`config.mk`:
```
export PLATFORM = sky130hd
export DESIGN_NAME = la_sample_qualifier
export DESIGN_NICKNAME = d
export VERILOG_FILES = /design/src/rtl/la_qual_pkg.sv /design/src/rtl/la_probe_sync.sv /design/src/rtl/la_sample_qualifier.sv
export SDC_FILE = /design/constraint.sdc
export NUM_CORES = 1
export LEC_CHECK = 0
export CAP_MARGIN = 5
export CORE_ASPECT_RATIO = 1.2
export CORE_MARGIN = 1
export CORE_UTILIZATION = 35
export DETAILED_ROUTE_END_ITERATION = 8
export GPL_TIMING_DRIVEN = 0
export REMOVE_ABC_BUFFERS = 1
export SYNTH_ARGS = -nofsm -noshare
export SYNTH_HDL_FRONTEND = slang
export SYNTH_HIERARCHICAL = 1
export SYNTH_SLANG_ARGS = --single-unit
export TNS_END_PERCENT = 20
```
`constraint.sdc`:
```
create_clock -name clk -period 5.7 [get_ports clk]
set_input_delay 1.14 -clock clk [delete_from_list [all_inputs] [get_ports clk]]
set_output_delay 1.14 -clock clk [all_outputs]
set_load 0.005 [all_outputs]
```
`src/rtl/la_qual_pkg.sv`:
```
// Shared encodings for the logic-analyzer sample qualifier: mode codes,
// FSM states and a width helper for the change-mode gap counter.
package la_qual_pkg;

  localparam logic [1:0] MODE_ALL  = 2'b00;
  localparam logic [1:0] MODE_CHG  = 2'b01;
  localparam logic [1:0] MODE_HOLD = 2'b10;

  typedef enum logic [1:0] {
    IDLE   = 2'd0,
    SETTLE = 2'd1,
    RUN    = 2'd2
  } state_t;

  // Bits needed to hold values 0..max_val.
  function automatic int width_for(input int max_val);
    int w;
    w = 1;
    while ((1 << w) < (max_val + 1)) w++;
    return w;
  endfunction

endpackage

```
`src/rtl/la_probe_sync.sv`:
```
// DATA_W x SYNC_STAGES probe synchronizer. With LA_QUAL_DEGLITCH_EN defined,
// a bit only updates once it has been stable for two consecutive cycles.
module la_probe_sync #(
  parameter int DATA_W      = 16,
  parameter int SYNC_STAGES = 2
) (
  input  logic              clk,
  input  logic              rst,
  input  logic [DATA_W-1:0] i_probe,
  output logic [DATA_W-1:0] o_filt
);

  logic [DATA_W-1:0] r_sync [SYNC_STAGES];
  logic [DATA_W-1:0] w_s;

  // NOTE: these are discrete flops, not a RAM, so the whole array is reset.
  always_ff @(posedge clk or posedge rst) begin
    if (rst) begin
      for (int i = 0; i < SYNC_STAGES; i++) r_sync[i] <= '0;
    end else begin
      r_sync[0] <= i_probe;
      for (int i = 1; i < SYNC_STAGES; i++) r_sync[i] <= r_sync[i-1];
    end
  end

  assign w_s = r_sync[SYNC_STAGES-1];

`ifdef LA_QUAL_DEGLITCH_EN
  logic [DATA_W-1:0] r_d;
  logic [DATA_W-1:0] r_f;
  logic [DATA_W-1:0] w_f;

  // Bits where s disagrees with its previous value keep the last filtered bit.
  assign w_f = (w_s & ~(w_s ^ r_d)) | (r_f & (w_s ^ r_d));

  always_ff @(posedge clk or posedge rst) begin
    if (rst) begin
      r_d <= '0;
      r_f <= '0;
    end else begin
      r_d <= w_s;
      r_f <= w_f;
    end
  end

  assign o_filt = w_f;
`else
  assign o_filt = w_s;
`endif

endmodule

```
`src/rtl/la_sample_qualifier.sv`:
```
// Probe front end for the logic-analyzer core: synchronize, decimate, and
// qualify samples (every tick / change-only / hold). LA_QUAL_DEGLITCH_EN adds a deglitch stage.
module la_sample_qualifier
  import la_qual_pkg::*;
#(
  parameter int DATA_W      = 16,
  parameter int SYNC_STAGES = 2,
  parameter int DIV_W       = 16,
  parameter int MAX_GAP     = 255
) (
  input  logic              clk,
  input  logic              rst,
  input  logic [DATA_W-1:0] probe_in,
  input  logic              enable,
  input  logic [1:0]        mode,
  input  logic [DIV_W-1:0]  div_val,
  output logic [DATA_W-1:0] data_out,
  output logic              cqual_out,
  output logic              running
);

`ifdef LA_QUAL_DEGLITCH_EN
  localparam int SETTLE_LOAD = SYNC_STAGES + 1;
`else
  localparam int SETTLE_LOAD = SYNC_STAGES;
`endif
  localparam int SET_W = $clog2(SETTLE_LOAD + 1);
  localparam int GAP_W = width_for(MAX_GAP);

  state_t            r_state, w_state_nxt;
  logic [SET_W-1:0]  r_settle, w_settle_nxt;
  logic [DIV_W-1:0]  r_count, w_count_nxt;
  logic [GAP_W-1:0]  r_gap, w_gap_nxt;
  logic [DATA_W-1:0] r_prev, w_prev_nxt;
  logic              r_first, w_first_nxt;
  logic [DATA_W-1:0] r_data, w_data_nxt;
  logic              r_cqual, w_cqual_nxt;
  logic [1:0]        r_mode_q;
  logic [DATA_W-1:0] w_filt;
  logic              w_first_eff;
  logic              w_tick;

  la_probe_sync #(
    .DATA_W      (DATA_W),
    .SYNC_STAGES (SYNC_STAGES)
  ) u_sync (
    .clk     (clk),
    .rst     (rst),
    .i_probe (probe_in),
    .o_filt  (w_filt)
  );

  // Entering change-only mode forces a fresh baseline sample.
  assign w_first_eff = r_first | ((mode == MODE_CHG) && (r_mode_q != MODE_CHG));

  // NOTE: every signal written here gets a default first, so no path can infer a latch.
  always_comb begin
    w_state_nxt  = r_state;
    w_settle_nxt = r_settle;
    w_count_nxt  = r_count;
    w_gap_nxt    = r_gap;
    w_prev_nxt   = r_prev;
    w_first_nxt  = r_first;
    w_data_nxt   = r_data;
    w_cqual_nxt  = 1'b0;
    w_tick       = 1'b0;

    case (r_state)
      IDLE: begin
        if (enable) begin
          w_state_nxt  = SETTLE;
          w_settle_nxt = SET_W'(SETTLE_LOAD);
        end
      end
      SETTLE: begin
        if (!enable) begin
          w_state_nxt = IDLE;
        end else if (r_settle <= SET_W'(1)) begin
          w_state_nxt  = RUN;
          w_settle_nxt = '0;
          w_count_nxt  = '0;
          w_gap_nxt    = '0;
          w_first_nxt  = 1'b1;
        end else begin
          w_settle_nxt = r_settle - SET_W'(1);
        end
      end
      RUN: begin
        if (!enable) begin
          w_state_nxt = IDLE;
        end else begin
          w_first_nxt = w_first_eff;
          w_tick      = (r_count >= div_val);
          w_count_nxt = w_tick ? '0 : r_count + DIV_W'(1);
          if (w_tick) begin
            case (mode)
              MODE_CHG: begin
                if (w_first_eff || (w_filt != r_prev) || (r_gap == GAP_W'(MAX_GAP - 1))) begin
                  w_data_nxt  = w_filt;
                  w_prev_nxt  = w_filt;
                  w_gap_nxt   = '0;
                  w_first_nxt = 1'b0;
                  w_cqual_nxt = 1'b1;
                end else begin
                  w_gap_nxt = r_gap + GAP_W'(1);
                end
              end
              MODE_HOLD: ;
              default: begin
                w_data_nxt  = w_filt;
                w_cqual_nxt = 1'b1;
              end
            endcase
          end
        end
      end
      default: w_state_nxt = IDLE;
    endcase
  end

  // NOTE: non-blocking assignments make every register update from the same pre-edge values.
  always_ff @(posedge clk or posedge rst) begin
    if (rst) begin
      r_state  <= IDLE;
      r_settle <= '0;
      r_count  <= '0;
      r_gap    <= '0;
      r_prev   <= '0;
      r_first  <= 1'b1;
      r_data   <= '0;
      r_cqual  <= 1'b0;
      r_mode_q <= MODE_ALL;
    end else begin
      r_state  <= w_state_nxt;
      r_settle <= w_settle_nxt;
      r_count  <= w_count_nxt;
      r_gap    <= w_gap_nxt;
      r_prev   <= w_prev_nxt;
      r_first  <= w_first_nxt;
      r_data   <= w_data_nxt;
      r_cqual  <= w_cqual_nxt;
      r_mode_q <= mode;
    end
  end

  assign data_out  = r_data;
  assign cqual_out = r_cqual;
  assign running   = (r_state == RUN);

endmodule

```
Word-level counts from Yosys, hierarchy flattened
Index checks and enable logic that the tools add are counted.

Flip-flop bits (word level): 96. Latch bits: 0. Bits in writable memories: 0. ROM bits: 0. Input port bits: 37. Output and inout port bits: 18. Word-level logic and storage cells: 81. Memories: 0.

Add/sub/neg operators: 3. Multipliers: 0. Div/mod/pow operators: 0. Order comparisons: 2. Equality and inequality tests: 16. Shift operators: 0. Multiplexer cells: 35. Bitwise gates (word level): 2. Reduce and logical (&&, ||, !) cells: 12.

Operators by type and width (count): two-way mux 16 bit (5); one-hot mux 16 bit (2 select lines) (2); two-way mux 8 bit (6); adder 16 x 1 -> 16 bit (second input constant) (1); greater-or-equal comparator 16 bit (1); inequality test 16 bit (1); one-hot mux 8 bit (2 select lines) (1); two-way mux 2 bit (7); two-way mux 1 bit (10); inequality test 2 bit (second input constant) (5); AND reduction 5 bit (2); adder 8 x 1 -> 8 bit (second input constant) (1); == test 8 bit (second input constant) (1); inequality test 2 x 1 -> 1 bit (second input constant) (4); one-hot mux 2 bit (3 select lines) (1); AND reduction 3 bit (2); AND reduction 6 bit (1); == test 2 x 1 -> 1 bit (second input constant) (2); == test 2 bit (second input constant) (2); one-hot mux 1 bit (2 select lines) (2); one-hot mux 2 bit (2 select lines) (1); AND reduction 4 bit (1); nonzero test 2 bit (2); inequality test 3 bit (second input constant) (1); other kinds (7) (8).

Longest topological paths before layout
Depth after elaboration: 10. Mapped depth: 10. Gate-level depth less buffers: 8.

Hierarchy
The synthesis kept the hierarchy.

Modules (own cells, without submodules): la_sample_qualifier (instances 1, cells each 321, area each 3580.9 µm², sequential area each 1602.8 µm²); la_probe_sync (instances 1, cells each 49, area each 924.6 µm², sequential area each 800.8 µm²).

Least setup slack after synthesis
No wires, ideal clock.

Path type: input -> register. From: in div_val[15]. To: reg r_prev[0]. Setup time: 0.125 ns. Arrival: 3.217 ns. Required time: 5.575 ns. Setup slack: 2.358 ns. Stages on the path: 9. Buffers on the path: 1. Cell sequence: inv_1 > ha_1 > nand4_2 > nor3_1 > or4_4 > or3_4 > o2111ai_4 > buf_12 > mux2_4.

Longest elaborated chain between the ends: 2.

RTL lines: from (decl) (RTL line la_sample_qualifier.sv:16) `input logic [DIV_W-1:0] div_val,`; greater-or-equal comparator 16 bit (RTL line la_sample_qualifier.sv:93) `w_tick = (r_count >= div_val);`; AND reduction 5 bit (no source line); to (signal assigned) (RTL line la_sample_qualifier.sv:138) `r_prev <= w_prev_nxt;`; to (decl) (RTL line la_sample_qualifier.sv:34) `logic [DATA_W-1:0] r_prev, w_prev_nxt;`.

Every way passes these cells. A chain may end at the register's enable or synchronous reset.

Final worst setup path
From: in div_val[15]. To: reg r_data[15] (netlist: data_out[15]).

Longest elaborated chain between the ends: 2.

RTL lines: greater-or-equal comparator 16 bit (RTL line la_sample_qualifier.sv:93); AND reduction 5 bit (no source line); to (signal assigned) (RTL line la_sample_qualifier.sv:140) `r_data <= w_data_nxt;`; to (decl) (RTL line la_sample_qualifier.sv:36) `logic [DATA_W-1:0] r_data, w_data_nxt;`.

Every way passes these cells.

==> impl_metrics.py <==
metrics = {
    "status": {
        "status": "finished, final reports clean",
    },
    "routing": {
        "postRouteAntennaNets": 0,
        "via_per_inst": 4.77,
        "wl_per_cell_um": 13.6,
        "drc": 0,
        "vias": 2774,
        "first_iter_violations": 135,
        "wirelength_um": 7890,
        "first_pass_iters": 4,
    },
    "floorplanning": {
        "die-area_mm2": 0.0133,
        "ios": 55,
        "die_h_um": 126,
        "rows": 45,
        "core_area_mm2": 0.0126,
        "fp.dieW_um": 106,
        "start_util_pct": 35.7,
    },
    "sta": {
        "fmax_ghz": 0.248,
        "tightest_slew_ps": 966,
        "setup_violations": 0,
        "min_period_over_period_pct": 70.7,
        "grt_setup_unrepaired": "false",
        "slew_headroom_pct": 35.6,
        "finalHoldViolations": 0,
        "final_max_slew_viol_count": 0,
        "setup_slack_ps": 1670,
        "period_minus_slack_ps": 4030,
        "setup_tns_ps": 0,
        "skew_ps": 5.68,
    },
    "placement": {
        "dp_slack_ps": 1290,
        "gp_congestion": 0.719,
        "port-buffer-count": 54,
        "dp_hpwl_um": 5470,
    },
    "yosys": {
        "synth_area_per_cell_um2": 12.2,
        "netlist_area_mm2": 0.00451,
        "synthCells": 370,
        "synth_ff_type": "dfrtp_1",
        "yosysTopAreaCell": "dfrtp_1",
        "synth_area_leaders": "dfrtp_1 (53%), mux2_4 (6.3%), ha_1 (5.3%), xor2_1 (4.9%), mux2_2 (3.5%)",
        "synthDominantCellAreaShare_pct": 52.8,
        "synth-seq-area-share_pct": 53.3,
        "synth_edf_count": 0,
        "ys_ff_latch": 96,
        "synth.distinct_cells": 53,
        "async_flop_share_pct": 100,
        "ys_warn_count": 6,
    },
    "clock_network": {
        "cts_root_buf": "clkbuf_16",
        "cts.clk_slew.worst_paths_ps": 70,
        "cts_buffer_depth": 2,
        "cts_sinks": 96,
        "cts_setup_buffers": 0,
        "cts_tree": "built",
        "h-tree-depth": 3,
        "clk_latency_ps": 340,
        "numCtsBuffers": 9,
        "cts_resized": 0,
        "holdBufCountCts": 0,
    },
    "worst_setup_path": {
        "crit_buf_inv": 2,
        "crit_family": "simple AND/OR/NAND/NOR gates",
        "critPathLaunch": "div_val[15]",
        "cpPeakStageDelay_ps": 800,
        "r2r_start": "r_count[12]$_DFFE_PP0P_",
        "start_kind": "input port",
        "crit_path_frequent_cell": "nor3_1",
        "cp-end-kind": "register",
        "path_class": "input port to register",
        "crit_required_ps": 5930,
        "crit_arrival_ps": 4260,
        "crit_slowest_cell": "a211o_1",
        "crit_chain": "clkdlybuf4s50_1 > inv_1 > ha_1 > nand4_2 > nor3_1 > or4_4 > nor3_1 > a211o_1 > mux2_2",
        "crit_fanout": 17,
    },
    "pwr": {
        "total_power_uw": 1470,
        "p_clk_share_pct": 39.5,
        "p_int_uw": 1090,
        "power.share.combinational_pct": 10.3,
        "pwr_density_cell_mw_per_mm2": 273,
        "ir_drop_mv": 0.176,
        "leakage_uw": 0.00257,
        "switchingPower_uw": 381,
        "p_sw_share_pct": 25.9,
        "seq_power_share_pct": 50.2,
    },
    "cells_and_area": {
        "most-common-layout-cells": "dfrtp_1 (95), clkdlybuf4s50_1 (54), inv_1 (32)",
        "drive_above_1_share_pct": 16.5,
        "diodes": 0,
        "synthToLayoutAreaGrowth_pct": 19.7,
        "nNetsFinal": 469,
        "fillerInstances": 1223,
        "mostFrequentLayoutCell": "dfrtp_1",
    },
    "global_route": {
        "grt_max_degree": 65,
        "grt_pass1_wl_um": 13700,
        "grt.total_usage_pct": 13.1,
        "grt-ovfl-total": 0,
        "antenna_found_initial": 0,
        "grt_pass1_vias": 2896,
    },
    "worst_hold_path": {
        "hold_start": "u_sync/r_sync[24]$_DFF_PP0_",
        "hold_path_class": "register to register",
    },
    "flow_run": {
        "cap_violations": 0,
    },
}
## stage by stage
| stage | cell area (um^2) | cells | hold WS (ps) | util [%] |
|---|---|---|---|---|
| after global routing | 5390 | 582 | 355 | 42.7 |
| after global placement | 5070 | 564 | 331 | 40.2 |
| after floorplan | 4320 | 346 | 331 | - |
| final | 5390 | 582 | 348 | 42.7 |
| after detailed placement | 5070 | 564 | 335 | 40.2 |
| after CTS | 5360 | 580 | 350 | 42.5 |
## cell usage after synthesis, drive strengths merged, types with 2 or more instances
cell / count
a21o: 2
and3: 3
buf: 19
ha: 19
o22ai: 5
or3: 2
clkbuf: 5
o21ai: 9
dfrtp: 95
nand2: 19
nor4b: 2
nor3: 6
nand4: 8
and2: 3
mux2: 33
nor2b: 2
nand2b: 5
xor2: 25
o2111ai: 2
nor4: 6
xnor2: 3
a22o: 2
nand3: 12
inv: 35
a21oi: 10
a221oi: 5
nor2: 18
a31oi: 2
## kinds of logic (layout without fill, tap and decap cells)
| group | count (synthesis) | count (layout) | share of synthesized area [%] |
|---|---|---|---|
| flops | 96 | 96 | 53.3 |
| mux | 34 | 34 | 10.1 |
| simple gates | 91 | 91 | 11.7 |
| buf+inv | 59 | 107 | 6.97 |
| fa+ha+maj | 19 | 19 | 5.28 |
| compound gates | 43 | 43 | 7.25 |
| xor+xnor | 28 | 28 | 5.44 |
## power by group through the flow
stage	sequential (uW)	clock (uW)	combinational (uW)
6_report	740	582	151
3_5_place_dp	753	0	152
5_1_grt	744	627	169
4_1_cts	739	601	153
2_1_floorplan	746	0	99.5
3_3_place_gp	751	0	146
## worst reg2reg max path, stage by stage (launching register included)
cell	delay [ps]
dfrtp_1	440
ha_1	310
nand4_2	130
nor3_1	80
or4_4	570
nor3_1	300
a211o_1	800
mux2_2	420
## state kept, by name (all words and copies together) (netlist names)
register and count:
r_count 16, r_state 2, r_gap 8, u_sync/r_sync 16, r_settle 2, cqual_out 1
r_prev 16, r_first 1, data_out 16, r_mode_q 2, u_sync/o_filt 16
## layer usage
layer	GRT usage [%]	part of all wire, %	vias to the layer above
li1	-	-	1347
met2	22.2	49	58
met5	0	0	-
met3	3.60	4.8	13
met1	15.6	45	1356
met4	6.13	2.0	0
## final timing paths
check	depth (start not counted)	end	slack, ps
hold / removal	0	u_sync/o_filt[8]$_DFF_PP0_	350
setup reg to reg	7	data_out[15]$_DFFE_PP0P_	2540
setup / recovery	9	data_out[15]$_DFFE_PP0P_	1670
hold reg to reg	0	u_sync/o_filt[8]$_DFF_PP0_	350
max in group asynchronous	2	data_out[15]$_DFFE_PP0P_	3830
min in group asynchronous	2	u_sync/r_sync[17]$_DFF_PP0_	1240
## cell type report
type                            count  area, um^2  share of cell area (%)
Inverter                           35         134                    2.48
Clock buffer                        9         225                    4.18
Multi-Input combinational cell    215        1790                    33.2
Sequential cell                    96        2400                    44.6
Clock inverter                      7        62.6                    1.16
Timing Repair Buffer               56         573                    10.6
Tap cell                          164         205                    3.81
(Power assumes the default switching activity.)
